===== src/rtl/lsu_pkg.sv =====
// Shared types and helpers for the load/store unit: access sizes, FSM states,
// size-to-byte-count constants and alignment check.
package lsu_pkg;

  typedef enum logic [1:0] {
    SIZE_BYTE = 2'd0,
    SIZE_HALF = 2'd1,
    SIZE_WORD = 2'd2
  } mem_access_size_t;

  typedef enum logic [1:0] {
    ST_IDLE   = 2'd0,
    ST_ACCESS = 2'd1,
    ST_DONE   = 2'd2
  } lsu_state_t;

  localparam logic [2:0] BYTES_BYTE = 3'd1;
  localparam logic [2:0] BYTES_HALF = 3'd2;
  localparam logic [2:0] BYTES_WORD = 3'd4;

  function automatic logic [2:0] size_bytes(input mem_access_size_t size);
    case (size)
      SIZE_BYTE: return BYTES_BYTE;
      SIZE_HALF: return BYTES_HALF;
      default:   return BYTES_WORD;
    endcase
  endfunction

  // Only the low two address bits matter for natural alignment.
  function automatic logic is_aligned(input logic [1:0] addr_lo, input mem_access_size_t size);
    case (size)
      SIZE_BYTE: return 1'b1;
      SIZE_HALF: return ~addr_lo[0];
      default:   return (addr_lo == 2'b00);
    endcase
  endfunction

endpackage


===== src/rtl/lsu_if.sv =====
// Memory-side interface of the LSU. The LSU connects through the slave modport
// (it drives addresses/write data); the memory model uses the master modport.
// Reads are combinational, writes commit on the clock edge while wr_enable is high.
interface mem_if;
  import lsu_pkg::*;

  logic [31:0]      rd_addr;
  mem_access_size_t rd_size;
  logic [31:0]      rd_data;
  logic [31:0]      wr_addr;
  mem_access_size_t wr_size;
  logic [31:0]      wr_data;
  logic             wr_enable;

  modport slave (
    output rd_addr, rd_size, wr_addr, wr_size, wr_data, wr_enable,
    input  rd_data
  );

  modport master (
    input  rd_addr, rd_size, wr_addr, wr_size, wr_data, wr_enable,
    output rd_data
  );

endinterface


===== src/rtl/lsu_data_align.sv =====
// Load data path: merges a byte beat into the partially assembled word when an
// access is split, then zero/sign-extends the result according to the size.
module lsu_data_align
  import lsu_pkg::*;
(
  input  logic [31:0]      buf_i,
  input  logic [31:0]      rd_data_i,
  input  logic [1:0]       beat_i,
  input  logic             split_i,
  input  mem_access_size_t size_i,
  input  logic             signed_i,
  output logic [31:0]      merged_o,
  output logic [31:0]      ext_o
);

  // Split beats land in their little-endian byte lane; whole beats replace the word.
  always_comb begin
    merged_o = rd_data_i;
    if (split_i) begin
      merged_o = buf_i;
      merged_o[{beat_i, 3'b000} +: 8] = rd_data_i[7:0];
    end
  end

  // Extend the assembled value to 32 bits.
  always_comb begin
    ext_o = merged_o;
    case (size_i)
      SIZE_BYTE: ext_o = signed_i ? {{24{merged_o[7]}}, merged_o[7:0]}
                                  : {24'h0, merged_o[7:0]};
      SIZE_HALF: ext_o = signed_i ? {{16{merged_o[15]}}, merged_o[15:0]}
                                  : {16'h0, merged_o[15:0]};
      default:   ext_o = merged_o;
    endcase
  end

endmodule


===== src/rtl/lsu.sv =====
// Load/store unit: accepts one request at a time, performs one aligned beat or,
// with LSU_MISALIGNED_SPLIT_EN defined, splits misaligned HALF/WORD accesses into
// byte beats. Without the macro a misaligned access is rejected with resp_err_o.
module lsu
  import lsu_pkg::*;
(
  input  logic             clk_i,
  input  logic             rst_ni,
  input  logic             req_valid_i,
  output logic             req_ready_o,
  input  logic             req_we_i,
  input  logic [31:0]      req_addr_i,
  input  mem_access_size_t req_size_i,
  input  logic             req_signed_i,
  input  logic [31:0]      req_wdata_i,
  output logic             resp_valid_o,
  output logic [31:0]      resp_rdata_o,
  output logic             resp_err_o,
  mem_if.slave             memif
);

  lsu_state_t       state_q;
  logic [1:0]       beat_q;
  logic [31:0]      addr_q;
  mem_access_size_t size_q;
  logic             we_q;
  logic             signed_q;
  logic [31:0]      wdata_q;
  logic [31:0]      buf_q;
  logic             resp_valid_q;
  logic [31:0]      resp_rdata_q;
  logic             resp_err_q;

  logic             aligned;
  logic             split;
  logic             err_access;
  logic [2:0]       nbeats;
  logic             last_beat;
  logic [31:0]      beat_addr;
  mem_access_size_t beat_size;
  logic [31:0]      buf_d;
  logic [31:0]      rdata_d;

  assign aligned = is_aligned(addr_q[1:0], size_q);

`ifdef LSU_MISALIGNED_SPLIT_EN
  assign split      = ~aligned;
  assign err_access = 1'b0;
`else
  assign split      = 1'b0;
  assign err_access = ~aligned;
`endif

  assign nbeats    = split ? size_bytes(size_q) : 3'd1;
  assign last_beat = (({1'b0, beat_q} + 3'd1) == nbeats);
  assign beat_addr = addr_q + {30'h0, beat_q};
  assign beat_size = split ? SIZE_BYTE : size_q;

  assign req_ready_o  = (state_q == ST_IDLE) && rst_ni;
  assign resp_valid_o = resp_valid_q;
  assign resp_rdata_o = resp_rdata_q;
  assign resp_err_o   = resp_err_q;

  assign memif.rd_addr   = beat_addr;
  assign memif.rd_size   = beat_size;
  assign memif.wr_addr   = beat_addr;
  assign memif.wr_size   = beat_size;
  assign memif.wr_data   = split ? (wdata_q >> {beat_q, 3'b000}) : wdata_q;
  assign memif.wr_enable = (state_q == ST_ACCESS) && we_q && rst_ni && ~err_access;

  lsu_data_align u_align (
    .buf_i     (buf_q),
    .rd_data_i (memif.rd_data),
    .beat_i    (beat_q),
    .split_i   (split),
    .size_i    (size_q),
    .signed_i  (signed_q),
    .merged_o  (buf_d),
    .ext_o     (rdata_d)
  );

  // Control FSM with registered response outputs.
  always_ff @(posedge clk_i) begin
    if (!rst_ni) begin
      state_q      <= ST_IDLE;
      beat_q       <= 2'd0;
      addr_q       <= 32'h0;
      size_q       <= SIZE_WORD;
      we_q         <= 1'b0;
      resp_valid_q <= 1'b0;
      resp_rdata_q <= 32'h0;
      resp_err_q   <= 1'b0;
    end else begin
      resp_valid_q <= 1'b0;
      case (state_q)
        ST_IDLE: begin
          if (req_valid_i) begin
            addr_q  <= req_addr_i;
            size_q  <= req_size_i;
            we_q    <= req_we_i;
            beat_q  <= 2'd0;
            state_q <= ST_ACCESS;
          end
        end
        ST_ACCESS: begin
          if (err_access || last_beat) begin
            state_q      <= ST_DONE;
            resp_valid_q <= 1'b1;
            resp_err_q   <= err_access;
            resp_rdata_q <= (err_access || we_q) ? 32'h0 : rdata_d;
          end else begin
            beat_q <= beat_q + 2'd1;
          end
        end
        ST_DONE: state_q <= ST_IDLE;
        default: state_q <= ST_IDLE;
      endcase
    end
  end

  // Request data and load assembly buffer; these carry no reset.
  always_ff @(posedge clk_i) begin
    if (req_valid_i && req_ready_o) begin
      signed_q <= req_signed_i;
      wdata_q  <= req_wdata_i;
      buf_q    <= 32'h0;
    end else if (state_q == ST_ACCESS) begin
      buf_q <= buf_d;
    end
  end

endmodule


===== src/flat_wrapper.sv =====
// flat-port wrapper written by rule: the top's interface ports become plain ports
module lsu_flat import lsu_pkg::*;
  (clk_i, rst_ni, req_valid_i, req_ready_o, req_we_i, req_addr_i, req_size_i, req_signed_i, req_wdata_i, resp_valid_o, resp_rdata_o, resp_err_o, memif_rd_addr, memif_rd_size, memif_wr_addr, memif_wr_size, memif_wr_data, memif_wr_enable, memif_rd_data);
  mem_if memif_i ();
  input  logic clk_i;
  input  logic rst_ni;
  input  logic req_valid_i;
  output logic req_ready_o;
  input  logic req_we_i;
  input  logic [31:0] req_addr_i;
  input  mem_access_size_t req_size_i;
  input  logic req_signed_i;
  input  logic [31:0] req_wdata_i;
  output logic resp_valid_o;
  output logic [31:0] resp_rdata_o;
  output logic resp_err_o;
  output wire logic [$bits(memif_i.rd_addr)-1:0] memif_rd_addr;
  output wire logic [$bits(memif_i.rd_size)-1:0] memif_rd_size;
  output wire logic [$bits(memif_i.wr_addr)-1:0] memif_wr_addr;
  output wire logic [$bits(memif_i.wr_size)-1:0] memif_wr_size;
  output wire logic [$bits(memif_i.wr_data)-1:0] memif_wr_data;
  output wire logic [$bits(memif_i.wr_enable)-1:0] memif_wr_enable;
  input wire logic [$bits(memif_i.rd_data)-1:0] memif_rd_data;
  assign memif_rd_addr = memif_i.rd_addr;
  assign memif_rd_size = memif_i.rd_size;
  assign memif_wr_addr = memif_i.wr_addr;
  assign memif_wr_size = memif_i.wr_size;
  assign memif_wr_data = memif_i.wr_data;
  assign memif_wr_enable = memif_i.wr_enable;
  assign memif_i.rd_data = memif_rd_data;
  lsu u_core (.clk_i(clk_i), .rst_ni(rst_ni), .req_valid_i(req_valid_i), .req_ready_o(req_ready_o), .req_we_i(req_we_i), .req_addr_i(req_addr_i), .req_size_i(req_size_i), .req_signed_i(req_signed_i), .req_wdata_i(req_wdata_i), .resp_valid_o(resp_valid_o), .resp_rdata_o(resp_rdata_o), .resp_err_o(resp_err_o), .memif(memif_i));
endmodule

===== config.mk =====
export PLATFORM = sky130hd
export DESIGN_NAME = lsu_flat
export DESIGN_NICKNAME = d
export VERILOG_FILES = /design/src/rtl/lsu_pkg.sv /design/src/rtl/lsu_if.sv /design/src/rtl/lsu_data_align.sv /design/src/rtl/lsu.sv /design/src/flat_wrapper.sv
export SDC_FILE = /design/constraint.sdc
export NUM_CORES = 1
export LEC_CHECK = 0
export ABC_AREA = 1
export CORE_UTILIZATION = 35
export CTS_BUF_LIST = sky130_fd_sc_hd__clkbuf_8
export CTS_CLUSTER_SIZE = 24
export DETAILED_ROUTE_END_ITERATION = 8
export PLACE_DENSITY_LB_ADDON = 0.05
export SKIP_LAST_GASP = 1
export SLEW_MARGIN = 20
export SYNTH_ARGS = -nofsm -noshare
export SYNTH_HDL_FRONTEND = slang
export SYNTH_HIERARCHICAL = 1
export SYNTH_SLANG_ARGS = --single-unit

===== constraint.sdc =====
create_clock -name clk_i -period 5.2 [get_ports clk_i]
set_clock_uncertainty 0.05 [all_clocks]
set_input_delay 0.52 -clock clk_i [delete_from_list [all_inputs] [get_ports clk_i]]
set_output_delay 0.52 -clock clk_i [all_outputs]
set_load 0.03 [all_outputs]

==> impl_metrics.tcl, run 1 <==
set metrics [dict create \
    setup_violations 0 \
    min_period_ps 4120 \
    synth-edff-count 33 \
    area.growth.synth_to_final_pct 34.8 \
    cp.required_ps 4630 \
    power_frac_seq 0.420 \
    core_area_um2 21200 \
    cts_buffer_depth 2 \
    r2r-end "u_core/resp_rdata_o[29]" \
    synth_area_leader_cell "dfxtp_1" \
    ctsResizeCount 0 \
    cts_inserted_buffers 17 \
    status "complete, no violations" \
    r2r-start "u_core/state_q[0]" \
    hold_viol 0 \
    yosysTopAreaCellShare 0.275 \
    crit_path_start_kind "flip-flop" \
    clock_latency_ps 440 \
    via_per_inst 4.69 \
    clock-sinks 138 \
    power_frac_clock 0.291 \
    reg2regPathDepth 8 \
    drive_gt1_frac 0.0584 \
    peakVddDrop_uv 149 \
    ys_types 36 \
    antenna_found_initial 0 \
    die_x_um 150 \
    min_path_cells 2 \
    nets 1417 \
    grt-ovfl-total 0 \
    critPathArrivalTime_ps 3550 \
    root_buffer "clkbuf_8" \
    synthCells 1124 \
    die_h_um 150 \
    maxCapViolCount 0 \
    place_congestion 0.910 \
    drt-pass1-iter-count 8 \
    synth_top_flop_cell "dfxtp_1" \
    reg2reg_slack_ps 2440 \
    vias 7472 \
    path_max_fanout 14 \
    p_int_uw 1960 \
    ys_warn_count 6 \
    holdWs_ps 429 \
    rsz0062_at_grt "false" \
    drc 0 \
    maxSlewViolCount 0 \
    end_kind "primary output" \
    port_buffers 238 \
    grt_pass1_wl_um 37200 \
    cts_setup_buffers 0 \
    worst_pin_slew_ps 683 \
    track_usage 0.218 \
    post-route-period-util 0.793 \
    grt_start_max_net_pins 60 \
    wl_per_cell_um 15.1 \
    combPwrFrac 0.289 \
    synth-async-reset-ratio 0 \
    ios 239 \
    postRouteAntennaNets 0 \
    crit_path_start "u_core/beat_q[0]" \
    p_leak_uw 0.00451 \
    wirelength_um 24000 \
    worstSetupPathType "flip-flop to primary output" \
    tns_ps 0 \
    initial_core_util 0.360 \
    grt_pass1_vias 6998 \
    dp_hpwl_um 17900 \
    postCtsHoldBufs 0 \
    cts_tree "built" \
    htreeDepth 4 \
    ys_seq_elements 138 \
    relSlewSlack 0.542 \
    drt_iter0_markers 388 \
    clk_pin_slew_worst_paths_ps 90 \
    synth_area_leaders "dfxtp_1 28%, nand2_1 18%, edfxtp_1 13%" \
    hold_class "flip-flop to flip-flop" \
    max_clock_freq_mhz 243 \
    crit_path_end "memif_wr_addr[14]" \
    regArea_um2 3090 \
    synth.yosys.seq_area_share 0.405 \
    switching_share 0.356 \
    syn_avg_cell_area_um2 6.79 \
    syn-cell-area_um2 7640 \
    multi_input_area_um2 3670 \
    core.rowCount 53 \
    num_antenna_cells 0 \
    switching_power_uw 1080 \
    fill_cells 2246 \
    powerDensity_nw_per_um2 295 \
    dieArea_um2 22400 \
]
## power by group through the flow
stage | Combinational [uW] | Clock (uW) | Sequential, uW
floorplan | 523 | 0 | 1350
global placement | 873 | 0 | 1300
detailed placement | 877 | 0 | 1300
CTS | 881 | 924 | 1280
global route | 964 | 975 | 1290
finish | 879 | 884 | 1270
## Yosys cell counts, types with 9 or more instances
cell      number
buf_4         46
nand2_1      361
buf_2         21
a21oi_1       45
or2_2         20
o21ai_0       46
nor2_1       169
dfxtp_1      105
inv_2          9
edfxtp_1      33
nand3_1       78
nand3b_1      14
inv_1         87
a21boi_0      17
clkbuf_1      15
## logic make-up after synthesis
logic type,after synthesis,synth area share
and+or+nand+nor,656,0.356
buffers and inverters,187,0.118
DFF,138,0.405
AOI/OAI and AO/OA,117,0.0860
xor gates and xnor gates,16,0.0183
adders and majority gates,9,0.0157
other,1,0.000491
## worst min-delay path by stage
stage	from	endpoint
after detailed placement	u_core/resp_rdata_o[9]	u_core/resp_rdata_o[9]
after global placement	u_core/resp_rdata_o[6]	u_core/resp_rdata_o[6]
after global routing	rst_ni	u_core/state_q[1]
after floorplan	u_core/addr_q[0]	u_core/addr_q[0]
final	u_core/resp_rdata_o[9]	u_core/resp_rdata_o[9]
after CTS	rst_ni	u_core/resp_rdata_o[28]
## state kept, by name, indices dropped and copies added (netlist names)
name and cells:
u_core/buf_q 32, u_core/signed_q 1, u_core/resp_err_o 1, u_core/we_q 1, u_core/state_q 2, u_core/resp_valid_o 1, u_core/addr_q 32, u_core/memif.wr_data 32
u_core/memif.rd_size 2, u_core/resp_rdata_o 32, u_core/beat_q 2
## metal layers
layer / vias up / share of wire / track usage
met5: - / 0 / 0
met4: 0 / 0.029 / 0.0869
met3: 30 / 0.053 / 0.0387
met2: 221 / 0.48 / 0.374
met1: 3375 / 0.44 / 0.268
li1: 3846 / - / -
## worst max-delay path: stages, from the launching register on
cell and delay (ps):
dfxtp_1 640, ha_1 260, inv_1 60, fa_1 420
nor2_2 270, nand3_1 220, nor2_1 300, xor2_1 230
clkdlybuf4s50_1 700
## through the flow
step	util	total power (uW)	instances	instance area [um^2]	setup slack [ps]
floorplan	-	1870	1129	7660	2290
global placement	0.467	2170	1561	9900	1590
detailed placement	0.467	2180	1561	9900	1510
CTS	0.485	3080	1593	10300	1010
global route	0.485	3230	1593	10300	819
finish	0.485	3040	1593	10300	1080
## layout make-up
| cell class | count | share of cell area |
|---|---|---|
| multi-input combinational | 804 | 0.356 |
| sequential | 138 | 0.300 |
| timing repair buffer | 244 | 0.235 |
| inverter | 100 | 0.0365 |
| tap | 275 | 0.0334 |
| clock buffer | 17 | 0.0227 |
| clock inverter | 15 | 0.0154 |
## cell usage in the layout, fill, tap and decap left out, types with 2 or more instances in the layout
| cell type | count |
|---|---|
| inv_1 | 87 |
| ha_1 | 8 |
| inv_2 | 9 |
| clkinv_1 | 4 |
| xor2_1 | 8 |
| or2_2 | 20 |
| nand3_1 | 78 |
| nor3_2 | 2 |
| nand4_1 | 6 |
| conb_1 | 6 |
| clkbuf_8 | 17 |
| inv_8 | 2 |
| nor2_1 | 168 |
| o21ai_0 | 46 |
| nand2_1 | 361 |
| nand3b_1 | 14 |
| buf_4 | 6 |
| a21oi_1 | 45 |
| clkdlybuf4s50_1 | 237 |
| xnor2_1 | 8 |
| dfxtp_1 | 105 |
| a21boi_0 | 17 |
| inv_6 | 7 |
| a21boi_1 | 4 |
| edfxtp_1 | 33 |
| clkinvlp_4 | 2 |
Note: power is estimated with default switching activity, not from simulation.
==> run 2, diff against run 1 <==
Clock period 5.2 ns to 3.9 ns, I/O delays scaled along.
==> run 2 against run 1 <==
Against the previous run: critical path depth increased by 1; total power increased by 34%; worst setup slack got worse by 900 ps; highest routed layer unchanged.
==> impl_metrics.tcl, run 2 (same netlist as run 1, synthesis figures left out) <==
set metrics [dict create \
    status "complete, no violations" \
    cts_buffer_depth 2 \
    path_max_fanout 14 \
    clock-sinks 138 \
    drc 0 \
    relSlewSlack 0.528 \
    drt-pass1-iter-count 6 \
    root_buffer "clkbuf_8" \
    fill_cells 2248 \
    die_h_um 150 \
    setup_violations 0 \
    postRouteAntennaNets 0 \
    maxCapViolCount 0 \
    wl_per_cell_um 15.3 \
    min_period_ps 3720 \
    final_cell_mix "361 x nand2_1, 227 x clkdlybuf4s50_1, 167 x nor2_1, 104 x dfxtp_1, 88 x inv_1" \
    total_power_uw 4060 \
    core.rowCount 53 \
    wirelength_um 24400 \
    via_per_inst 4.74 \
    holdWs_ps 299 \
    cts_tree "built" \
    grt_start_max_net_pins 60 \
    cp.required_ps 3460 \
    dp_hpwl_um 18100 \
    hold_viol 0 \
    powerDensity_nw_per_um2 393 \
    cts_inserted_buffers 17 \
    hold_class "input pin to flip-flop" \
    maxSlewViolCount 0 \
    drt_iter0_markers 438 \
    dieArea_um2 22400 \
    post-route-period-util 0.953 \
    num_antenna_cells 0 \
    die_x_um 150 \
    grt_pass1_wl_um 37300 \
    worst_pin_slew_ps 704 \
    initial_core_util 0.360 \
    nets 1418 \
    worstSetupPathType "flip-flop to primary output" \
    peakVddDrop_uv 202 \
    crit_path_start_kind "flip-flop" \
    clk_pin_slew_worst_paths_ps 100 \
    max_clock_freq_mhz 269 \
    grt-ovfl-total 0 \
    grt_pass1_vias 6928 \
    vias 7560 \
    port_buffers 238 \
    p_leak_uw 0.00467 \
    track_usage 0.219 \
    drive_gt1_frac 0.0599 \
    critPathArrivalTime_ps 3280 \
    core_area_um2 21200 \
    area.growth.synth_to_final_pct 35.3 \
    final_common_cell "nand2_1" \
    ios 239 \
    antenna_found_initial 0 \
    rsz0062_at_grt "true" \
    htreeDepth 4 \
    place_congestion 0.903 \
    clock_latency_ps 450 \
    end_kind "primary output" \
]
-- run 2: timing repair --
item / CTS / global route
setup buffers: 0 / 0
resized for setup: 1 / 11
hold buffers: 0 / 0
setup endpoints to repair: 11 / 12
-- run 2: worst max-delay path, cell delays in order (launching register included) --
cell,delay (ps)
dfxtp_2,490
ha_1,220
inv_1,60
fa_1,420
nor2_2,290
nand3b_1,210
nor2_1,250
nand3_1,100
nand2_1,110
clkdlybuf4s50_1,670
-- run 2: report_power, final --
part	internal (uW)	total, uW	switching (uW)
Sequential	1610	1700	94.2
Clock	529	1190	658
Combinational	472	1170	699
Total	2610	4060	1450
-- run 2: layout make-up --
class | count | area, um^2 | area share
Clock buffer | 17 | 234 | 0.0226
Clock inverter | 15 | 158 | 0.0153
Inverter | 100 | 375 | 0.0363
Multi-Input combinational cell | 804 | 3670 | 0.355
Sequential cell | 138 | 3090 | 0.299
Tap cell | 275 | 344 | 0.0333
Timing Repair Buffer | 245 | 2450 | 0.238
-- run 2: metal layers --
metal	up-vias	GRT usage	part of all wire
met5	-	0	0
met4	0	0.0919	0.030
met3	36	0.0360	0.056
met2	241	0.372	0.48
met1	3442	0.275	0.43
li1	3841	-	-
-- run 2: path summary, 6_finish.rpt --
path	from	endpoint	slack, ps	cells past startpoint
max	u_core/beat_q[0]	memif_rd_addr[28]	180	9
min	rst_ni	u_core/resp_rdata_o[7]	300	3
max reg2reg	u_core/state_q[0]	u_core/resp_rdata_o[18]	1370	8
min reg2reg	u_core/resp_rdata_o[6]	u_core/resp_rdata_o[6]	430	2
-- run 2: per-stage QoR --
| stage | cells | util | TNS (ps) | instance area (um^2) | setup slack [ps] |
|---|---|---|---|---|---|
| after floorplan | 1129 | - | 0 | 7660 | 1120 |
| after global placement | 1562 | 0.467 | 0 | 9910 | 426 |
| after detailed placement | 1562 | 0.467 | 0 | 9910 | 364 |
| after CTS | 1594 | 0.486 | 0 | 10300 | 28.8 |
| after global routing | 1594 | 0.487 | -97.4 | 10300 | -50.1 |
| final | 1594 | 0.487 | 0 | 10300 | 182 |
